**src/rtl/scm_lut_accumulator.sv**
```systemverilog
// scm_lut_accumulator: sums C signed SCM LUT values addressed by a stream of per-codebook encodings.
// Optional feature macro SCM_ACC_BIAS_EN adds a bias_i port whose value seeds each group's sum.
module scm_lut_accumulator #(
    parameter int unsigned C              = 32,
    parameter int unsigned K              = 16,
    parameter int unsigned DataTypeWidth  = 16,
    parameter int unsigned EncWidth       = $clog2(K),
    parameter int unsigned TotalAddrWidth = $clog2(C * K),
    parameter int unsigned AccWidth       = DataTypeWidth + $clog2(C)
) (
    input  logic                      clk_i,
    input  logic                      rst_i,
    input  logic                      enc_valid_i,
    output logic                      enc_ready_o,
    input  logic [EncWidth-1:0]       enc_k_i,
    output logic [TotalAddrWidth-1:0] raddr_o,
    input  logic [DataTypeWidth-1:0]  rdata_i,
    output logic                      result_valid_o,
    input  logic                      result_ready_i,
    output logic [AccWidth-1:0]       result_o,
    output logic                      busy_o
`ifdef SCM_ACC_BIAS_EN
    ,
    input  logic signed [AccWidth-1:0] bias_i
`endif
);

    localparam int unsigned CntWidth = (C > 1) ? $clog2(C) : 1;
    localparam logic [CntWidth-1:0] LastC = CntWidth'(C - 1);

    localparam logic [1:0] ST_RUN   = 2'd0;
    localparam logic [1:0] ST_DRAIN = 2'd1;
    localparam logic [1:0] ST_HOLD  = 2'd2;

    logic [1:0]                 state_q;
    logic [CntWidth-1:0]        c_q;
    logic                       rd_valid_q;
    logic                       rd_first_q;
    logic                       rd_last_q;
    logic signed [AccWidth-1:0] acc_q;
    logic signed [AccWidth-1:0] init;
    logic signed [AccWidth-1:0] rd_ext;
    logic signed [AccWidth-1:0] sum;
    logic                       accept;

    assign enc_ready_o = (state_q == ST_RUN);
    assign accept      = enc_valid_i && enc_ready_o;
    assign busy_o      = (state_q != ST_RUN) || (c_q != '0);

    assign rd_ext = AccWidth'($signed(rdata_i));
    assign sum    = (rd_first_q ? init : acc_q) + rd_ext;

`ifdef SCM_ACC_BIAS_EN
    logic signed [AccWidth-1:0] bias_q;

    // Bias is captured on the first beat so it lines up with rd_first_q one cycle later.
    always_ff @(posedge clk_i) begin
        if (rst_i) begin
            bias_q <= '0;
        end else if (accept && (c_q == '0)) begin
            bias_q <= bias_i;
        end
    end

    assign init = bias_q;
`else
    assign init = '0;
`endif

    always_ff @(posedge clk_i) begin
        if (rst_i) begin
            state_q        <= ST_RUN;
            c_q            <= '0;
            raddr_o        <= '0;
            rd_valid_q     <= 1'b0;
            rd_first_q     <= 1'b0;
            rd_last_q      <= 1'b0;
            acc_q          <= '0;
            result_o       <= '0;
            result_valid_o <= 1'b0;
        end else begin
            rd_valid_q <= accept;

            if (accept) begin
                raddr_o    <= TotalAddrWidth'({c_q, enc_k_i});
                rd_first_q <= (c_q == '0);
                rd_last_q  <= (c_q == LastC);
                c_q        <= (c_q == LastC) ? '0 : c_q + 1'b1;
            end

            if (rd_valid_q) begin
                acc_q <= sum;
            end

            case (state_q)
                ST_RUN: begin
                    if (accept && (c_q == LastC)) begin
                        state_q <= ST_DRAIN;
                    end
                end
                ST_DRAIN: begin
                    // The last beat's read data is on rdata_i now; publish the completed sum.
                    if (rd_valid_q && rd_last_q) begin
                        result_o       <= sum;
                        result_valid_o <= 1'b1;
                        state_q        <= ST_HOLD;
                    end
                end
                ST_HOLD: begin
                    if (result_ready_i) begin
                        result_valid_o <= 1'b0;
                        state_q        <= ST_RUN;
                    end
                end
                default: begin
                    state_q <= ST_RUN;
                end
            endcase
        end
    end

endmodule
```
**config.mk**
```make
export PLATFORM = sky130hd
export DESIGN_NAME = scm_lut_accumulator
export DESIGN_NICKNAME = d
export VERILOG_FILES = /design/src/rtl/scm_lut_accumulator.sv
export SDC_FILE = /design/constraint.sdc
export NUM_CORES = 1
export LEC_CHECK = 0
export BUFFER_PORTS_ARGS = -buffer_cell sky130_fd_sc_hd__buf_2
export CAP_MARGIN = 20
export CORE_UTILIZATION = 55
export DETAILED_ROUTE_END_ITERATION = 8
export GPL_ROUTABILITY_DRIVEN = 0
export PLACE_DENSITY = 0.83
export SYNTH_ARGS = -nofsm -noshare
export SYNTH_HDL_FRONTEND = slang
export SYNTH_SLANG_ARGS = --single-unit
```
**constraint.sdc**
```tcl
create_clock -name clk_i -period 6.35 [get_ports clk_i]
set_input_delay 0.635 -clock clk_i [delete_from_list [all_inputs] [get_ports clk_i]]
set_output_delay 0.635 -clock clk_i [all_outputs]
set_load 0.005 [all_outputs]
```
==> results of run 1 <==
[area by class of cell]
class | instances | share of cell area, %
Tap cell | 77 | 2.35
Multi-Input combinational cell | 350 | 54.1
Sequential cell | 62 | 30.3
Clock buffer | 10 | 3.36
Clock inverter | 6 | 2.07
Inverter | 7 | 0.641
Timing Repair Buffer | 58 | 7.20
[power breakdown]
part	switching (mW)	leakage, nW	internal [mW]
logic	0.0934	1.20	0.0634
registers	0.0141	0.504	0.402
clock network	0.162	0.108	0.230
[routing by layer]
layer	track usage, %	wire, µm	share of wire (%)	vias to the layer above
met5	0	0	0	-
met4	12.9	266	3.0	0
met3	7.14	514	5.8	27
met2	45.8	4190	47	128
met1	34.3	3950	44	1654
li1	-	-	-	1701
[metrics by stage]
step           cell area (µm²)  instances  power (mW)
2_1_floorplan             3580        445       0.538
3_3_place_gp              3880        554       0.572
3_5_place_dp              3880        554       0.578
4_1_cts                   4100        570       0.970
5_1_grt                   4100        570        1.01
6_report                  4100        570       0.965
[final timing paths]
path / from / end / slack [ns] / cells past startpoint
min: raddr_o[3]$_SDFFE_PP0P_ / raddr_o[3]$_SDFFE_PP0P_ / 0.45 / 2
max: rd_first_q$_SDFFE_PP0P_ / acc_q[17]$_SDFFE_PP0P_ / 3.03 / 8
max reg2reg: rd_first_q$_SDFFE_PP0P_ / acc_q[17]$_SDFFE_PP0P_ / 3.03 / 8
min reg2reg: raddr_o[3]$_SDFFE_PP0P_ / raddr_o[3]$_SDFFE_PP0P_ / 0.45 / 2
[cells in the final DEF (no fill, tap or decap), types with 8 or more instances in the layout]
master / count
nand2_1: 70
dfxtp_1: 62
buf_2: 56
a21oi_1: 45
nor2_1: 27
nor2b_1: 25
ha_1: 23
nand3_1: 22
o21ai_0: 14
and3_1: 12
clkbuf_8: 10
a21o_1: 8
a211oi_1: 8
[flip-flops by register name, summed over array words and instances, names as in the netlist]
signal / flops
rd_last_q: 1
state_q: 2
rd_first_q: 1
result_valid_o: 1
raddr_o: 9
acc_q: 21
c_q: 5
result_o: 21
rd_valid_q: 1
[kinds of logic after synthesis]
| kind of cell | count (synthesis) | synth area share [%] |
|---|---|---|
| AND/OR/NAND/NOR | 186 | 25.6 |
| AO/OA/AOI/OAI | 124 | 23.6 |
| flip-flops | 62 | 34.6 |
| buffers and inverters | 33 | 3.46 |
| adder cells (fa/ha/maj) | 24 | 8.59 |
| XOR/XNOR | 9 | 2.20 |
| multiplexers | 7 | 1.95 |
[critical path: stages (launching register included)]
cell	delay (ns)
dfxtp_1	0.90
nor2b_1	0.20
ha_1	0.34
a21oi_1	0.08
nand4b_1	0.26
a21oi_1	0.41
o2111ai_1	0.32
a2111oi_0	0.57
a311o_1	0.18
==> insert_results.sql, run 1 <==
INSERT INTO impl_metrics (metric_group, metric, value, unit) VALUES
('cts', 'clockRootBuffer', 'clkbuf_8', ''),
('cells_and_area', 'multi_input_comb_area', '2220', 'µm²'),
('floorplanning', 'floorplan.io_pins', '57', ''),
('cts', 'postCtsSetupBuffers', '0', ''),
('placement', 'place_worst_setup_slack', '3.10', 'ns'),
('yosys', 'synthArstFlopShare', '0', '%'),
('placement', 'hpwlAfterDp', '6060', 'µm'),
('route', 'wire_per_inst', '15.6', 'µm'),
('yosys', 'synthFlopType', 'dfxtp_1', ''),
('cts', 'ctsHtreeMaxLevel', '3', ''),
('cts', 'clock_tree_from_tritoncts', 'yes', ''),
('timing', 'max_freq', '301', 'MHz'),
('timing', 'tightestPinTransition', '1.13', 'ns'),
('cells_and_area', 'antenna_cells', '0', ''),
('timing', 'finalSetupTns', '0', 'ns'),
('timing', 'fin_ws', '3.03', 'ns'),
('yosys', 'summed_instance_area_of_the_synthesized_netlist', '3580', 'µm²'),
('timing', 'timing.final.crit_period', '3.32', 'ns'),
('power', 'static-leakage-power', '1.82', 'nW'),
('route', 'post-route-drc-count', '0', ''),
('yosys', 'synth_area_leaders', 'dfxtp_1, ha_1, nand2_1', ''),
('floorplanning', 'core_area', '6310', 'µm²'),
('yosys', 'synth_top_cell_area_share', '34.6', '%'),
('floorplanning', 'fp-row-count', '29', ''),
('cells_and_area', 'drive_above_1_share', '17.0', '%'),
('cts', 'cts-root-to-sink-buffers', '2', ''),
('worst_setup_path', 'timing.critical_path.fanout_max', '22', ''),
('yosys', 'synth_edf_count', '0', ''),
('timing', 'fin_hold_ws', '0.454', 'ns'),
('power', 'pwr_dens', '235', 'nW/µm²'),
('route', 'detail_route.wirelength', '8920', 'µm'),
('min_path', 'min_path_type', 'flip-flop to flip-flop', ''),
('floorplanning', 'chipWidth', '82.7', 'µm'),
('route', 'route.antenna.remaining_nets', '0', ''),
('cts', 'clock_sink_count', '62', ''),
('yosys', 'post-synth-top-count-cell', 'nand2_1', ''),
('yosys', 'yosysSeqAreaShare', '34.6', '%'),
('yosys', 'postSynthRegisterBits', '62', ''),
('cells_and_area', 'final_core_util', '65.0', '%'),
('timing', 'period_share', '52.2', '%'),
('floorplanning', 'fp.dieH', '82.7', 'µm'),
('timing', 'clock_skew', '0.00769', 'ns'),
('cts', 'clkLatencyLatePin', '0.34', 'ns'),
('global_routing', 'first_global_vias', '3252', ''),
('route', 'vias_per_cell', '6.16', ''),
('placement', 'port_buffer_cells', '56', ''),
('cts', 'cts_hold_repair.buffers', '0', ''),
('global_routing', 'overflow', '0', ''),
('yosys', 'synth_area_leader_cell', 'dfxtp_1', ''),
('timing', 'slew_viol_final', '0', ''),
('yosys', 'synth.top_cells.by_count', 'nand2_1, dfxtp_1, a21oi_1, nor2_1, nor2b_1', ''),
('cells_and_area', 'seqCellArea', '1240', 'µm²'),
('cts', 'post_cts_resized', '0', ''),
('yosys', 'postSynthCellCount', '445', ''),
('yosys', 'synth.net_count', '493', ''),
('run_status', 'outcome', 'finished, final reports clean', ''),
('worst_setup_path', 'cp_data_arrival_time', '3.60', 'ns'),
('worst_setup_path', 'critical_path_capture_point_type', 'flip-flop', ''),
('floorplanning', 'floorplan.initialDensity', '56.8', '%'),
('global_routing', 'antenna_found_initial', '0', ''),
('route', 'first_pass_iters', '5', ''),
('yosys', 'syn_area_per_cell', '8.06', 'µm²'),
('cts', 'clk_transition_reported_paths', '0.07', 'ns'),
('run', 'drv.max_cap_violation_count', '0', ''),
('global_routing', 'pin_count_of_the_biggest_net_entering_global_routing', '67', ''),
('worst_setup_path', 'worst-endpoint-required', '6.63', 'ns'),
('worst_setup_path', 'startpoint_type', 'flip-flop', ''),
('cells_and_area', 'filler_cell_count', '553', ''),
('yosys', 'netlist-cell-type-count', '56', ''),
('route', 'num_vias', '3510', ''),
('floorplanning', 'die_area', '6840', 'µm²'),
('timing', 'slew_headroom', '24.7', '%'),
('route', 'drtIter0Drc', '227', ''),
('cts', 'cts_buffers', '9', ''),
('timing', 'grt_setup_unrepaired', 'no', ''),
('yosys', 'ys.warnings.count', '0', ''),
('worst_setup_path', 'critical_path_class', 'flip-flop to flip-flop', ''),
('global_routing', 'grt_first_pass_wirelength', '14600', 'µm'),
('cells_and_area', 'area_growth', '14.4', '%'),
('timing', 'setup_violations', '0', ''),
('timing', 'timing.final.hold_violations', '0', ''),
('power', 'ir_drop', '235', 'µV'),
('cells_and_area', 'fin_nets', '536', ''),
('global_routing', 'groute.usage.overall', '28.0', '%');
Power figures use the tool's default switching activity.
==> inputs of run 2 (changes only) <==
CORE_UTILIZATION = 51   (was 55)
PLACE_DENSITY = 0.81   (was 0.83)
clock period = 2.9 ns   (was 6.35 ns; I/O delays follow)
==> run 2 against run 1 <==
Net effect: clock skew is 0.0029 ns higher; critical path depth increased by 1; global-route usage fell by 1.9 points; sequential cell count stayed put; combinational power grew 140%; routed wire length grew 1.7%; register-to-register slack got worse by 2.8 ns; clock-buffer cell count shrank 1; total power increased by 100%; first-iteration DRC count fell by 44%; sequential power up 120%; clock power grew 74%; critical path type unchanged.
==> insert_results.sql, run 2 (synthesis gave the netlist of run 1 again) <==
INSERT INTO impl_metrics (metric_group, metric, value, unit) VALUES
('cts', 'clock_sink_count', '62', ''),
('route', 'vias_per_cell', '5.87', ''),
('power', 'report.power.total', '1.96', 'mW'),
('worst_setup_path', 'buffering_stage_count_on_the_worst_path_with_inverters_included', '1', ''),
('timing', 'timing.final.crit_period', '2.70', 'ns'),
('timing', 'timing.final.hold_violations', '0', ''),
('floorplanning', 'chipWidth', '85.8', 'µm'),
('route', 'wire_per_inst', '15.0', 'µm'),
('global_routing', 'pin_count_of_the_biggest_net_entering_global_routing', '40', ''),
('cts', 'ctsHtreeMaxLevel', '3', ''),
('timing', 'period_share', '93.0', '%'),
('floorplanning', 'fp-row-count', '30', ''),
('cells_and_area', 'mostFrequentLayoutCell', 'nand2_1', ''),
('power', 'pwr_dens', '469', 'nW/µm²'),
('worst_setup_path', 'startpoint_type', 'flip-flop', ''),
('cells_and_area', 'fin_nets', '550', ''),
('floorplanning', 'floorplan.initialDensity', '52.8', '%'),
('cts', 'clockRootBuffer', 'clkbuf_8', ''),
('worst_setup_path', 'critical_path_class', 'flip-flop to flip-flop', ''),
('power', 'ir_drop', '295', 'µV'),
('cells_and_area', 'layout.cell_area.non_filler', '4190', 'µm²'),
('floorplanning', 'core_area', '6790', 'µm²'),
('floorplanning', 'die_area', '7370', 'µm²'),
('timing', 'finalSetupTns', '0', 'ns'),
('route', 'num_vias', '3539', ''),
('timing', 'max_freq', '371', 'MHz'),
('global_routing', 'first_global_vias', '3303', ''),
('cts', 'cts_hold_repair.buffers', '0', ''),
('worst_setup_path', 'critical_path_capture_point_type', 'flip-flop', ''),
('cts', 'clkLatencyLatePin', '0.36', 'ns'),
('route', 'detail_route.wirelength', '9070', 'µm'),
('timing', 'setup_violations', '0', ''),
('route', 'post-route-drc-count', '0', ''),
('timing', 'slew_viol_final', '0', ''),
('worst_setup_path', 'critical-path-top-delay-family', 'compound AO/OA/AOI/OAI gates', ''),
('worst_setup_path', 'critical-path-max-stage-delay', '0.40', 'ns'),
('cells_and_area', 'area_growth', '16.8', '%'),
('cells_and_area', 'top_regs', 'acc_q (21), result_o (21), raddr_o (9)', ''),
('cells_and_area', 'antenna_cells', '0', ''),
('timing', 'tightestPinTransition', '0.894', 'ns'),
('global_routing', 'antenna_found_initial', '0', ''),
('timing', 'clock_skew', '0.0106', 'ns'),
('floorplanning', 'floorplan.io_pins', '57', ''),
('global_routing', 'groute.usage.overall', '26.1', '%'),
('worst_setup_path', 'critical-path-slowest-cell', 'a221o_2', ''),
('placement', 'hpwlAfterDp', '6590', 'µm'),
('cells_and_area', 'most-common-layout-cells', 'nand2_1, dfxtp_1, buf_2, a21oi_1, nor2_1', ''),
('worst_setup_path', 'cp_data_arrival_time', '2.96', 'ns'),
('cts', 'clock_tree_from_tritoncts', 'yes', ''),
('min_path', 'min_path_type', 'input pin to flip-flop', ''),
('global_routing', 'overflow', '0', ''),
('placement', 'port_buffer_cells', '56', ''),
('route', 'route.antenna.remaining_nets', '0', ''),
('route', 'drtIter0Drc', '127', ''),
('floorplanning', 'fp.dieH', '85.8', 'µm'),
('run', 'drv.max_cap_violation_count', '0', ''),
('cts', 'cts-root-to-sink-buffers', '2', ''),
('worst_setup_path', 'timing.critical_path.fanout_max', '11', ''),
('timing', 'slew_headroom', '40.3', '%'),
('timing', 'grt_setup_unrepaired', 'no', ''),
('cts', 'cts_buffers', '9', ''),
('placement', 'placed_area', '4010', 'µm²'),
('cts', 'clk_transition_reported_paths', '0.08', 'ns'),
('power', 'static-leakage-power', '1.86', 'nW'),
('run_status', 'outcome', 'finished, final reports clean', ''),
('route', 'first_pass_iters', '4', ''),
('worst_setup_path', 'worst-endpoint-required', '3.16', 'ns'),
('cells_and_area', 'drive_above_1_share', '19.5', '%'),
('worst_setup_path', 'critical_path.cell_chain', 'buf_6, nor2b_1, ha_1, a21o_1, a221o_2, a2111oi_4, o21bai_1, or3_1, a311oi_1', ''),
('global_routing', 'grt_first_pass_wirelength', '15200', 'µm');
[run 2: through the flow]
step	std cells	hold WS (ns)	setup WS, ns	util, %
4_1_cts	603	0.148	0.115	61.5
3_5_place_dp	587	0.446	0.117	59.0
6_report	603	0.168	0.202	61.6
2_1_floorplan	445	0.426	0.131	-
3_3_place_gp	587	0.439	0.243	59.0
5_1_grt	603	0.153	0.0503	61.6
[run 2: worst reg2reg max path, stage by stage (launching register included)]
cell,delay (ns)
dfxtp_2,0.38
buf_6,0.16
nor2b_1,0.06
ha_1,0.30
a21o_1,0.21
a221o_2,0.40
a2111oi_4,0.33
o21bai_1,0.12
or3_1,0.40
a311oi_1,0.25
[run 2: area by class of cell]
cell class | count | area (µm²)
Clock buffer | 9 | 124
Clock inverter | 7 | 50.0
Fill cell | 615 | 2610
Inverter | 7 | 26.3
Multi-Input combinational cell | 350 | 2220
Sequential cell | 62 | 1240
Tap cell | 96 | 120
Timing Repair Buffer | 72 | 404
[run 2: what timing repair did]
action,4_1_cts,5_1_grt
resized for setup,0,3
setup buffers,0,0
setup endpoints to repair,0,2
hold endpoints to repair,0,0
[run 2: power by group]
group          leakage (nW)  switching [mW]  total (mW)  internal (mW)
sequential            0.504          0.0181       0.899          0.881
clock                0.0816           0.374       0.684          0.310
combinational          1.27           0.224       0.379          0.155
total                  1.86           0.616        1.96           1.35
[run 2: path summary, 6_finish.rpt]
check | start | to | slack (ns) | cells after the start
worst min register to register | result_o[11]$_SDFFE_PP0P_ | result_o[11]$_SDFFE_PP0P_ | 0.46 | 2
worst min-delay path | enc_k_i[0] | raddr_o[0]$_SDFFE_PP0P_ | 0.17 | 3
worst max-delay path | rd_first_q$_SDFFE_PP0P_ | acc_q[20]$_SDFFE_PP0P_ | 0.20 | 9
worst max register to register | rd_first_q$_SDFFE_PP0P_ | acc_q[20]$_SDFFE_PP0P_ | 0.20 | 9
[run 2: routing by layer]
metal	up-vias	share of wire [%]	GRT usage [%]
li1	1729	-	-
met1	1674	43	32.0
met2	119	48	43.1
met3	17	6.4	6.06
met4	0	2.0	12.6
met5	-	0	0
